<file path="src/rtl/aes_sched_pkg.sv">
// Shared types and constants for the two-requester AES request scheduler.
package aes_sched_pkg;

  localparam int BLOCK_W         = 128;
  localparam int TIMEOUT_DEFAULT = 64;

  typedef enum logic [1:0] {
    ST_IDLE = 2'd0,
    ST_RUN  = 2'd1,
    ST_RESP = 2'd2,
    ST_GAP  = 2'd3
  } state_e;

endpackage

</file>
<file path="src/rtl/aes_rr_arb2.sv">
// Two-way round-robin arbiter; the pointer names the preferred requester and
// flips to the other one after every accepted grant.
module aes_rr_arb2 (
  input  logic clk,
  input  logic rst_n,
  input  logic req0,
  input  logic req1,
  input  logic advance,
  output logic gnt0,
  output logic gnt1
);

  logic ptr_q;
  logic ptr_d;

  always_comb begin
    gnt0  = req0 & (~req1 | ~ptr_q);
    gnt1  = req1 & (~req0 | ptr_q);
    ptr_d = ptr_q;
    // After granting 0 prefer 1 next time, and vice versa.
    if (advance && (gnt0 || gnt1)) ptr_d = gnt0;
  end

  always_ff @(posedge clk or negedge rst_n) begin
    if (!rst_n) ptr_q <= 1'b0;
    else        ptr_q <= ptr_d;
  end

endmodule

</file>
<file path="src/rtl/aes_req_scheduler.sv">
// Shares one AES core between two requesters (IDLE/RUN/RESP/GAP).
// Optional RUN watchdog enabled by defining AES_SCHED_TIMEOUT_EN.
module aes_req_scheduler
  import aes_sched_pkg::*;
#(
  parameter int TIMEOUT_CYCLES = TIMEOUT_DEFAULT
) (
  input  logic               AES_clk,
  input  logic               AES_rst_n,
  input  logic               req0_valid,
  input  logic               req1_valid,
  output logic               req0_ready,
  output logic               req1_ready,
  input  logic [BLOCK_W-1:0] req0_data,
  input  logic [BLOCK_W-1:0] req1_data,
  input  logic [BLOCK_W-1:0] req0_key,
  input  logic [BLOCK_W-1:0] req1_key,
  output logic               core_en,
  output logic [BLOCK_W-1:0] core_data_in,
  output logic [BLOCK_W-1:0] core_key_in,
  input  logic [BLOCK_W-1:0] core_data_out,
  input  logic               core_data_out_valid,
  output logic               rsp_valid,
  input  logic               rsp_ready,
  output logic [BLOCK_W-1:0] rsp_data,
  output logic               rsp_id,
  output logic               rsp_err
);

  state_e             state_q, state_d;
  logic [BLOCK_W-1:0] data_q, data_d;
  logic [BLOCK_W-1:0] key_q, key_d;
  logic               id_q, id_d;
  logic [BLOCK_W-1:0] rsp_data_q, rsp_data_d;
  logic               gnt0, gnt1;
  logic               grant_ok;
  logic               timeout_hit;

  // Reset gates the strobes so a held request is never acknowledged in reset.
  assign grant_ok = (state_q == ST_IDLE) && AES_rst_n;

  aes_rr_arb2 u_arb (
    .clk     (AES_clk),
    .rst_n   (AES_rst_n),
    .req0    (req0_valid),
    .req1    (req1_valid),
    .advance (grant_ok),
    .gnt0    (gnt0),
    .gnt1    (gnt1)
  );

  assign req0_ready   = grant_ok & gnt0;
  assign req1_ready   = grant_ok & gnt1;
  assign core_en      = (state_q == ST_RUN);
  assign core_data_in = core_en ? data_q : '0;
  assign core_key_in  = core_en ? key_q  : '0;
  assign rsp_valid    = (state_q == ST_RESP);
  assign rsp_data     = rsp_data_q;
  assign rsp_id       = id_q;

  always_comb begin
    state_d    = state_q;
    data_d     = data_q;
    key_d      = key_q;
    id_d       = id_q;
    rsp_data_d = rsp_data_q;
    case (state_q)
      ST_IDLE: begin
        if (gnt0 || gnt1) begin
          data_d  = gnt1 ? req1_data : req0_data;
          key_d   = gnt1 ? req1_key  : req0_key;
          id_d    = gnt1;
          state_d = ST_RUN;
        end
      end
      ST_RUN: begin
        // A real result beats a simultaneous watchdog expiry.
        if (core_data_out_valid) begin
          rsp_data_d = core_data_out;
          state_d    = ST_RESP;
        end else if (timeout_hit) begin
          rsp_data_d = '0;
          state_d    = ST_RESP;
        end
      end
      ST_RESP: if (rsp_ready) state_d = ST_GAP;
      default: state_d = ST_IDLE;
    endcase
  end

  always_ff @(posedge AES_clk or negedge AES_rst_n) begin
    if (!AES_rst_n) begin
      state_q    <= ST_IDLE;
      data_q     <= '0;
      key_q      <= '0;
      id_q       <= 1'b0;
      rsp_data_q <= '0;
    end else begin
      state_q    <= state_d;
      data_q     <= data_d;
      key_q      <= key_d;
      id_q       <= id_d;
      rsp_data_q <= rsp_data_d;
    end
  end

`ifdef AES_SCHED_TIMEOUT_EN
  logic [7:0] cnt_q, cnt_d;
  logic       rsp_err_q, rsp_err_d;

  always_comb begin
    cnt_d       = (state_q == ST_RUN) ? cnt_q + 8'd1 : 8'd0;
    timeout_hit = (state_q == ST_RUN) && (cnt_q == 8'(TIMEOUT_CYCLES - 1));
    rsp_err_d   = rsp_err_q;
    if (state_q == ST_RUN) begin
      if (core_data_out_valid) rsp_err_d = 1'b0;
      else if (timeout_hit)    rsp_err_d = 1'b1;
    end
  end

  always_ff @(posedge AES_clk or negedge AES_rst_n) begin
    if (!AES_rst_n) begin
      cnt_q     <= 8'd0;
      rsp_err_q <= 1'b0;
    end else begin
      cnt_q     <= cnt_d;
      rsp_err_q <= rsp_err_d;
    end
  end

  assign rsp_err = rsp_err_q;
`else
  logic [7:0] timeout_unused;

  assign timeout_unused = 8'(TIMEOUT_CYCLES);
  assign timeout_hit    = 1'b0;
  assign rsp_err        = 1'b0;
`endif

endmodule

</file>
<file path="config.mk">
export PLATFORM = sky130hd
export DESIGN_NAME = aes_req_scheduler
export DESIGN_NICKNAME = d
export VERILOG_FILES = /design/src/rtl/aes_sched_pkg.sv /design/src/rtl/aes_rr_arb2.sv /design/src/rtl/aes_req_scheduler.sv
export SDC_FILE = /design/constraint.sdc
export NUM_CORES = 1
export LEC_CHECK = 0
export BUFFER_PORTS_ARGS = -buffer_cell sky130_fd_sc_hd__buf_4
export CELL_PAD_IN_SITES_DETAIL_PLACEMENT = 0
export CELL_PAD_IN_SITES_GLOBAL_PLACEMENT = 2
export CORE_AREA = 10 10 395 397
export DETAILED_ROUTE_END_ITERATION = 6
export DIE_AREA = 0 0 405 407
export GPL_TIMING_DRIVEN = 1
export PLACE_DENSITY = 0.54
export SLEW_MARGIN = 20
export SYNTH_ARGS = -nofsm -noshare
export SYNTH_HDL_FRONTEND = slang
export SYNTH_SLANG_ARGS = --single-unit
export TNS_END_PERCENT = 5
</file>
<file path="constraint.sdc">
create_clock -name AES_clk -period 1.7 [get_ports AES_clk]
set_clock_uncertainty 0.2 [all_clocks]
set_input_delay 0.34 -clock AES_clk [delete_from_list [all_inputs] [get_ports AES_clk]]
set_output_delay 0.34 -clock AES_clk [all_outputs]
set_load 0.01 [all_outputs]
</file>
==> run summary, run 1 <==
Gate Count Post-Synth - 2035
Starting DRT DRC Count - 1055
Layout area overhead - 114%
Yosys warning total - 0
Top post-synthesis cells by area - dfrtp_1, a31oi_1, and2_1, mux2_2, a21oi_1
Final setup margin - -0.843 ns
Clock Sink Count - 388
First-pass GRT wire length - 180 mm
H-tree levels - 2
Share of cells above drive strength 1 - 41.7%
Fill count - 15.8k
Global-route total usage across every layer - 14.6%
Grt total ovfl - 0
Std cell rows - 141
Vias in the first global route - 25.3k
Failing checks - setup timing
Chip Width - 405 um
Initial Utilization - 12.9%
Req. time, crit path - 1.16 ns
Yosys cell types - 27
Worst skew pair latency - 0.62 ns
Routed WL - 129 mm
CTS Buf Count - 53
Final Net Count - 4443
Crit Path Class - reg -> out
Clock Path Buffers - 3
Area of the core - 0.147 sq mm
Final Power - 64.0 mW
Inst Count DP - 5015
Tcrit/Tclk final - 150%
Final Wtd Congestion - 0.783
Area leader, netlist - dfrtp_1
Root buffer cell - clkbuf_16
Max-slew violations - 0
Largest net degree at the start of global routing - 52
DP Wirelength - 100 mm
CTS tree - built
Worst setup EP type - output port
Die ar. - 0.165 sq mm
Slew margin rel. - 58.7%
Die Span Y - 407 um
PD cells - 1570 mW/mm^2
Initial DRT Pass Iterations - 5
Vias per cell - 3.98
Crit-path max FO - 17
Register area share after synthesis - 51.1%
Post-route DRC violation count - 0
# setup viols final - 767
Final Critical Period - 2.54 ns
Post-synth top area share - 51.1%
Type of element launching the critical path - register
Min-Delay Path Class - in -> reg
Drt wl/cell - 22.3 um
I/O pin cnt - 1036
Mean Syn Cell Area - 9.34 sq um
Worst-path clk slew - 0.05 ns
Fmax - 0.393 GHz
Critical Path AT - 2.00 ns
Initial antenna violation count - 16
Worst-Margin Slew - 0.619 ns
Non-Filler Instances - 5781
Hold Slack - 0.0898 ns
Unrepaired setup endpoints after global routing - true
Max-Cap Viols - 0
Net Count, Synth - 2684
LEAKAGE - 18.0 nW
Detail Route Antenna Nets - 0
Post-Syn Area - 0.0190 sq mm
Seq cells post-synth - 388
Buffers added on ports - 1034
Worst VDD drop - 924 uV
Vias - 23.0k
Final hold vios - 0
Outcome - finished with violations
==> critical path: stages (launching register included) <==
cell	delay (ns)
dfrtp_1	0.38
inv_2	0.08
ha_4	0.24
buf_12	0.19
buf_12	0.17
and2_1	0.15
buf_4	0.14
==> synth_stat cells <==
cell type,count
buf_2,100
o21ai_0,255
a21oi_1,257
buf_4,10
nor2_1,258
clkbuf_1,96
o32a_1,1
nor2b_1,2
conb_1,1
dfrtp_1,388
a32o_1,1
ha_1,3
a221oi_1,1
inv_1,3
nand3_1,2
nand2b_1,1
o21ai_2,1
buf_1,8
inv_2,1
mux2_2,129
a22o_1,1
nand2_1,1
o21a_1,1
a31oi_1,256
o21ai_1,1
and2_1,256
and3_1,1
==> cells in the final DEF (no fill, tap or decap), drive strengths merged, types with 3 or more instances in the layout <==
master | Yosys | routed
a21oi | 257 | 257
a31oi | 256 | 256
and2 | 256 | 256
buf | 118 | 1272
bufinv | 0 | 8
clkbuf | 96 | 78
clkinv | 0 | 15
dfrtp | 388 | 388
diode | 0 | 14
dlygate4sd3 | 0 | 643
ha | 3 | 3
inv | 4 | 4
mux2 | 129 | 129
nor2 | 258 | 258
o21ai | 257 | 257
==> timing repair <==
item                       in CTS  in global routing
pin swaps                       1                  0
hold endpoints to repair      768                  0
gates cloned                    2                  3
setup buffers                   4                  2
hold buffers                  643                  0
gates resized for setup       180                166
setup endpoints to repair     773                776
==> kinds of logic (layout without fill, tap and decap cells) <==
family / after synthesis / count (layout) / share of synthesized area, %
adders and majority gates: 3 / 3 / 0.197
other: 1 / 15 / 0.0197
buffers and inverters: 218 / 2020 / 5.16
and+or+nand+nor: 521 / 521 / 13.7
DFF: 388 / 388 / 51.1
muxes: 129 / 129 / 7.64
AOI/OAI and AO/OA: 775 / 775 / 22.2
==> flip-flops by register name, indices dropped and copies added (netlist names) <==
register	count
key_q	128
rsp_id	1
rsp_data	128
state_q	2
u_arb.ptr_q	1
data_q	128
==> metal layers <==
metal  track usage, %  wire, um
met1             17.0     50900
met5                0        33
met3             4.27      9120
met2             25.6     64800
met4             4.79      4070
==> power breakdown <==
| group | internal [mW] | total (mW) | switching, mW |
|---|---|---|---|
| sequential | 14.0 | 17.3 | 3.29 |
| combinational | 18.0 | 34.2 | 16.2 |
| clock | 7.55 | 12.5 | 4.94 |
==> stage by stage <==
| step | area [sq um] | utilization, % | TNS (ns) | worst slack [ns] |
|---|---|---|---|---|
| after floorplan | 19100 | - | -14.40 | -0.0448 |
| after CTS | 39900 | 27.1 | -332.33 | -0.926 |
| final | 40600 | 27.5 | -282.28 | -0.843 |
| after detailed placement | 30800 | 20.9 | -127.78 | -0.310 |
| after global routing | 40600 | 27.5 | -346.76 | -0.961 |
| after global placement | 30800 | 20.9 | -131.90 | -0.306 |
==> final timing paths <==
kind / from / endpoint / slack (ns) / cells past startpoint
worst max-delay path: state_q[1]$_DFFE_PN0P_ / core_data_in[21] / -0.84 / 6
worst min register to register: data_q[110]$_DFFE_PN0P_ / data_q[110]$_DFFE_PN0P_ / 0.31 / 2
max in group asynchronous: AES_rst_n / data_q[70]$_DFFE_PN0P_ / 0.18 / 4
worst min-delay path: req1_valid / rsp_id$_DFFE_PN0P_ / 0.09 / 4
worst max register to register: state_q[0]$_DFFE_PN0P_ / rsp_data[87]$_DFFE_PN0P_ / -0.32 / 7
min in group asynchronous: AES_rst_n / data_q[59]$_DFFE_PN0P_ / 0.31 / 3
==> final cells by class <==
cell class / instances / area [sq um] / share of cell area, %
inverters: 4 / 20.0 / 0.0493
diodes: 14 / 35.0 / 0.0862
well taps: 1930 / 2410 / 5.94
multi-input cells: 1429 / 8680 / 21.4
flip-flops and latches: 388 / 9710 / 23.9
clock buffers: 75 / 1540 / 3.79
repair buffers: 1918 / 17800 / 43.9
clock inverters: 23 / 390 / 0.961
Power figures use the tool's default switching activity.
==> run 2, diff against run 1 <==
--- a/config.mk
+++ b/config.mk
@@ -8,13 +8,14 @@
 export BUFFER_PORTS_ARGS = -buffer_cell sky130_fd_sc_hd__buf_4
 export CELL_PAD_IN_SITES_DETAIL_PLACEMENT = 0
 export CELL_PAD_IN_SITES_GLOBAL_PLACEMENT = 2
-export CORE_AREA = 10 10 395 397
+export CORE_AREA = 10 10 392 394
 export DETAILED_ROUTE_END_ITERATION = 6
-export DIE_AREA = 0 0 405 407
+export DIE_AREA = 0 0 402 404
 export GPL_TIMING_DRIVEN = 1
-export PLACE_DENSITY = 0.54
+export PLACE_DENSITY = 0.52
 export SLEW_MARGIN = 20
 export SYNTH_ARGS = -nofsm -noshare
 export SYNTH_HDL_FRONTEND = slang
+export SYNTH_HIERARCHICAL = 1
 export SYNTH_SLANG_ARGS = --single-unit
 export TNS_END_PERCENT = 5
==> run 2 against run 1 <==
Compared with the run above: the run ends with hold timing, setup timing left; synthesized cell count down 17%; combinational power down 29%; wire length down 12%; non-clock buffer count down 82; sequential cell count unchanged; sequential share of layout area up 1.3 points; design area down 5.2%; die area down 1.5%; core utilization down 1.1 points; via count down 17%; largest cell class unchanged; clock power about the same; register-to-register slack better by 0.07 ns.
==> run summary, run 2 <==
Outcome - finished with violations
Failing checks - hold timing, setup timing
Layout area overhead - 109%
Final Critical Period - 2.51 ns
Critical Path Source - state_q[1]$_DFFE_PN0P_
CTS Buf Count - 53
Clock Path Buffers - 3
Global-route total usage across every layer - 13.3%
Min-Delay Path Class - in -> async
Most common cell in the netlist - dfrtp_1
Worst setup EP type - output port
Worst skew pair latency - 0.63 ns
Unrepaired setup endpoints after global routing - true
Tcrit/Tclk final - 147%
First-pass GRT wire length - 159 mm
Chip Width - 402 um
Post-synth EDFFs - 0
Internal Power - 34.0 mW
Final hold vios - 55
NetSw - 19.0 mW
Root buffer cell - clkbuf_16
Die Span Y - 404 um
Top FF cell, synth - dfrtp_1
H-tree levels - 2
Drt wl/cell - 20.9 um
Hold Slack - -0.0831 ns
Vias in the first global route - 21.5k
Gate Count Post-Synth - 1693
Register area share after synthesis - 52.7%
Area leader, netlist - dfrtp_1
Clock Sink Count - 388
I/O pin cnt - 1036
Yosys warning total - 6
Share of cells above drive strength 1 - 41.8%
Top post-synthesis cells by area - dfrtp_1, mux2i_1, and2_1, mux2_2, o21ai_0
Final setup margin - -0.806 ns
Crit-path max FO - 40
Final Net Count - 4104
Yosys cell types - 26
Vias per cell - 3.52
Reg2Reg Setup Slack - -0.25 ns
Fmax - 0.399 GHz
# setup viols final - 755
Area of the core - 0.145 sq mm
Type of element launching the critical path - register
Logic pwr share - 46.2%
Setup TNS - -242.00 ns
Commonest non-fill, non-tap cells in the layout - buf_4, dlygate4sd3_1, dfrtp_1, nand2_1, and2_1
Switching share of power - 35.8%
Initial DRT Pass Iterations - 4
Net Count, Synth - 2342
Final Power - 52.9 mW
Slew margin rel. - 46.7%
Worst VDD drop - 752 uV
Post-route DRC violation count - 0
Buffers added on ports - 1034
LEAKAGE - 18.2 nW
PD cells - 1380 mW/mm^2
Worst-path clk slew - 0.05 ns
Detail Route Antenna Nets - 0
Mean Syn Cell Area - 10.9 sq um
Worst-Margin Slew - 0.797 ns
Final Wtd Congestion - 0.766
Std cell rows - 140
Clock share of power - 23.2%
Max-Cap Viols - 0
Max-slew violations - 0
Sequential power share - 30.6%
Largest net degree at the start of global routing - 65
Seq cells post-synth - 388
Critical Path AT - 1.97 ns
Vias - 19.1k
Async S/R FF share, synth - 100%
Routed WL - 114 mm
Reg2reg start - u_arb/ptr_q$_DFFE_PN0P_
Most common cell after layout, fill and taps aside - buf_4
Pre-CTS setup slack - -0.622 ns
Post-Syn Area - 0.0184 sq mm
Starting DRT DRC Count - 564
Post-synth top area share - 52.7%
Die ar. - 0.162 sq mm
Crit Path Class - reg -> out
CTS tree - built
Initial Utilization - 12.7%
DP Wirelength - 92.2 mm
Commonest cells post-synth - dfrtp_1, nand2_1, and2_1
Req. time, crit path - 1.16 ns
Grt total ovfl - 0
Initial antenna violation count - 38
-- run 2: changes by cell type after synthesis, sizes merged, moves of 2 or more --
cell    previous run  this run
nand2              1       258
mux2i              0       256
a31oi            256         1
nor2             258         1
clkbuf            96        55
a21boi             0         2
a21oi            257         1
nand3              2         0
buf              118        74
-- run 2: final cells by class --
type                            count  area, sq um
Inverter                            4         15.0
Timing Repair Buffer             1836        16200
Fill cell                       15500       107000
Multi-Input combinational cell   1172         8260
Antenna cell                       23         57.6
Tap cell                         1917         2400
Clock buffer                       75         1530
Sequential cell                   388         9710
Clock inverter                     23          374
-- run 2: worst paths after layout --
path,end,cells past startpoint
min reg2reg,key_q[11]$_DFFE_PN0P_,2
max reg2reg,data_q[20]$_DFFE_PN0P_,7
max in group asynchronous,data_q[87]$_DFFE_PN0P_,4
min,data_q[86]$_DFFE_PN0P_,3
min in group AES_clk,rsp_data[21]$_DFFE_PN0P_,4
max,core_data_in[117],6
-- run 2: per-layer routing --
| metal | part of all wire [%] | vias up | wire length, um | GRT usage [%] |
|---|---|---|---|---|
| met5 | 0.099 | - | 112 | 0 |
| met4 | 3.3 | 18 | 3760 | 4.32 |
| met3 | 7.6 | 171 | 8610 | 4.67 |
| met2 | 51 | 653 | 57800 | 24.0 |
| met1 | 38 | 9028 | 43400 | 14.6 |
| li1 | - | 9276 | - | - |
-- run 2: logic make-up (layout without fill, tap and decap cells) --
group,count (synthesis),count (layout),share of synthesized area (%)
AO/OA/AOI/OAI,264,264,7.34
adder cells (fa/ha/maj),3,3,0.204
buffers and inverters,133,1938,3.81
flip-flops,388,388,52.7
multiplexers,385,385,21.8
other,1,24,0.0204
AND/OR/NAND/NOR,519,519,14.1
-- run 2: critical path: stages (launching register included) --
cell and delay, ns:
dfrtp_1 0.38, inv_2 0.08, ha_4 0.16, buf_4 0.18
buf_12 0.21, and2_1 0.17, buf_4 0.14
-- run 2: power by group through the flow --
| stage | clock network (mW) | logic [mW] | registers [mW] |
|---|---|---|---|
| 6_report | 12.3 | 24.4 | 16.2 |
| 3_3_place_gp | 0 | 23.0 | 16.3 |
| 4_1_cts | 12.9 | 25.0 | 16.3 |
| 5_1_grt | 13.2 | 26.8 | 16.8 |
| 2_1_floorplan | 0 | 10.2 | 16.3 |
| 3_5_place_dp | 0 | 23.1 | 16.3 |
-- run 2: what timing repair did --
item | CTS | global route
setup buffers | 1 | 1
hold endpoints to repair | 717 | 8
pin swaps | 1 | 1
endpoints found under the setup margin | 772 | 981
hold buffers | 644 | 2
gates resized for setup | 94 | 42
-- run 2: metrics by stage --
step,utilization [%],std cells,cell area (sq um)
after floorplan,-,1693,18500
after global placement,20.3,4669,29600
after detailed placement,20.3,4669,29600
after CTS,26.3,5412,38300
after global routing,26.5,5427,38500
final,26.5,5438,38500
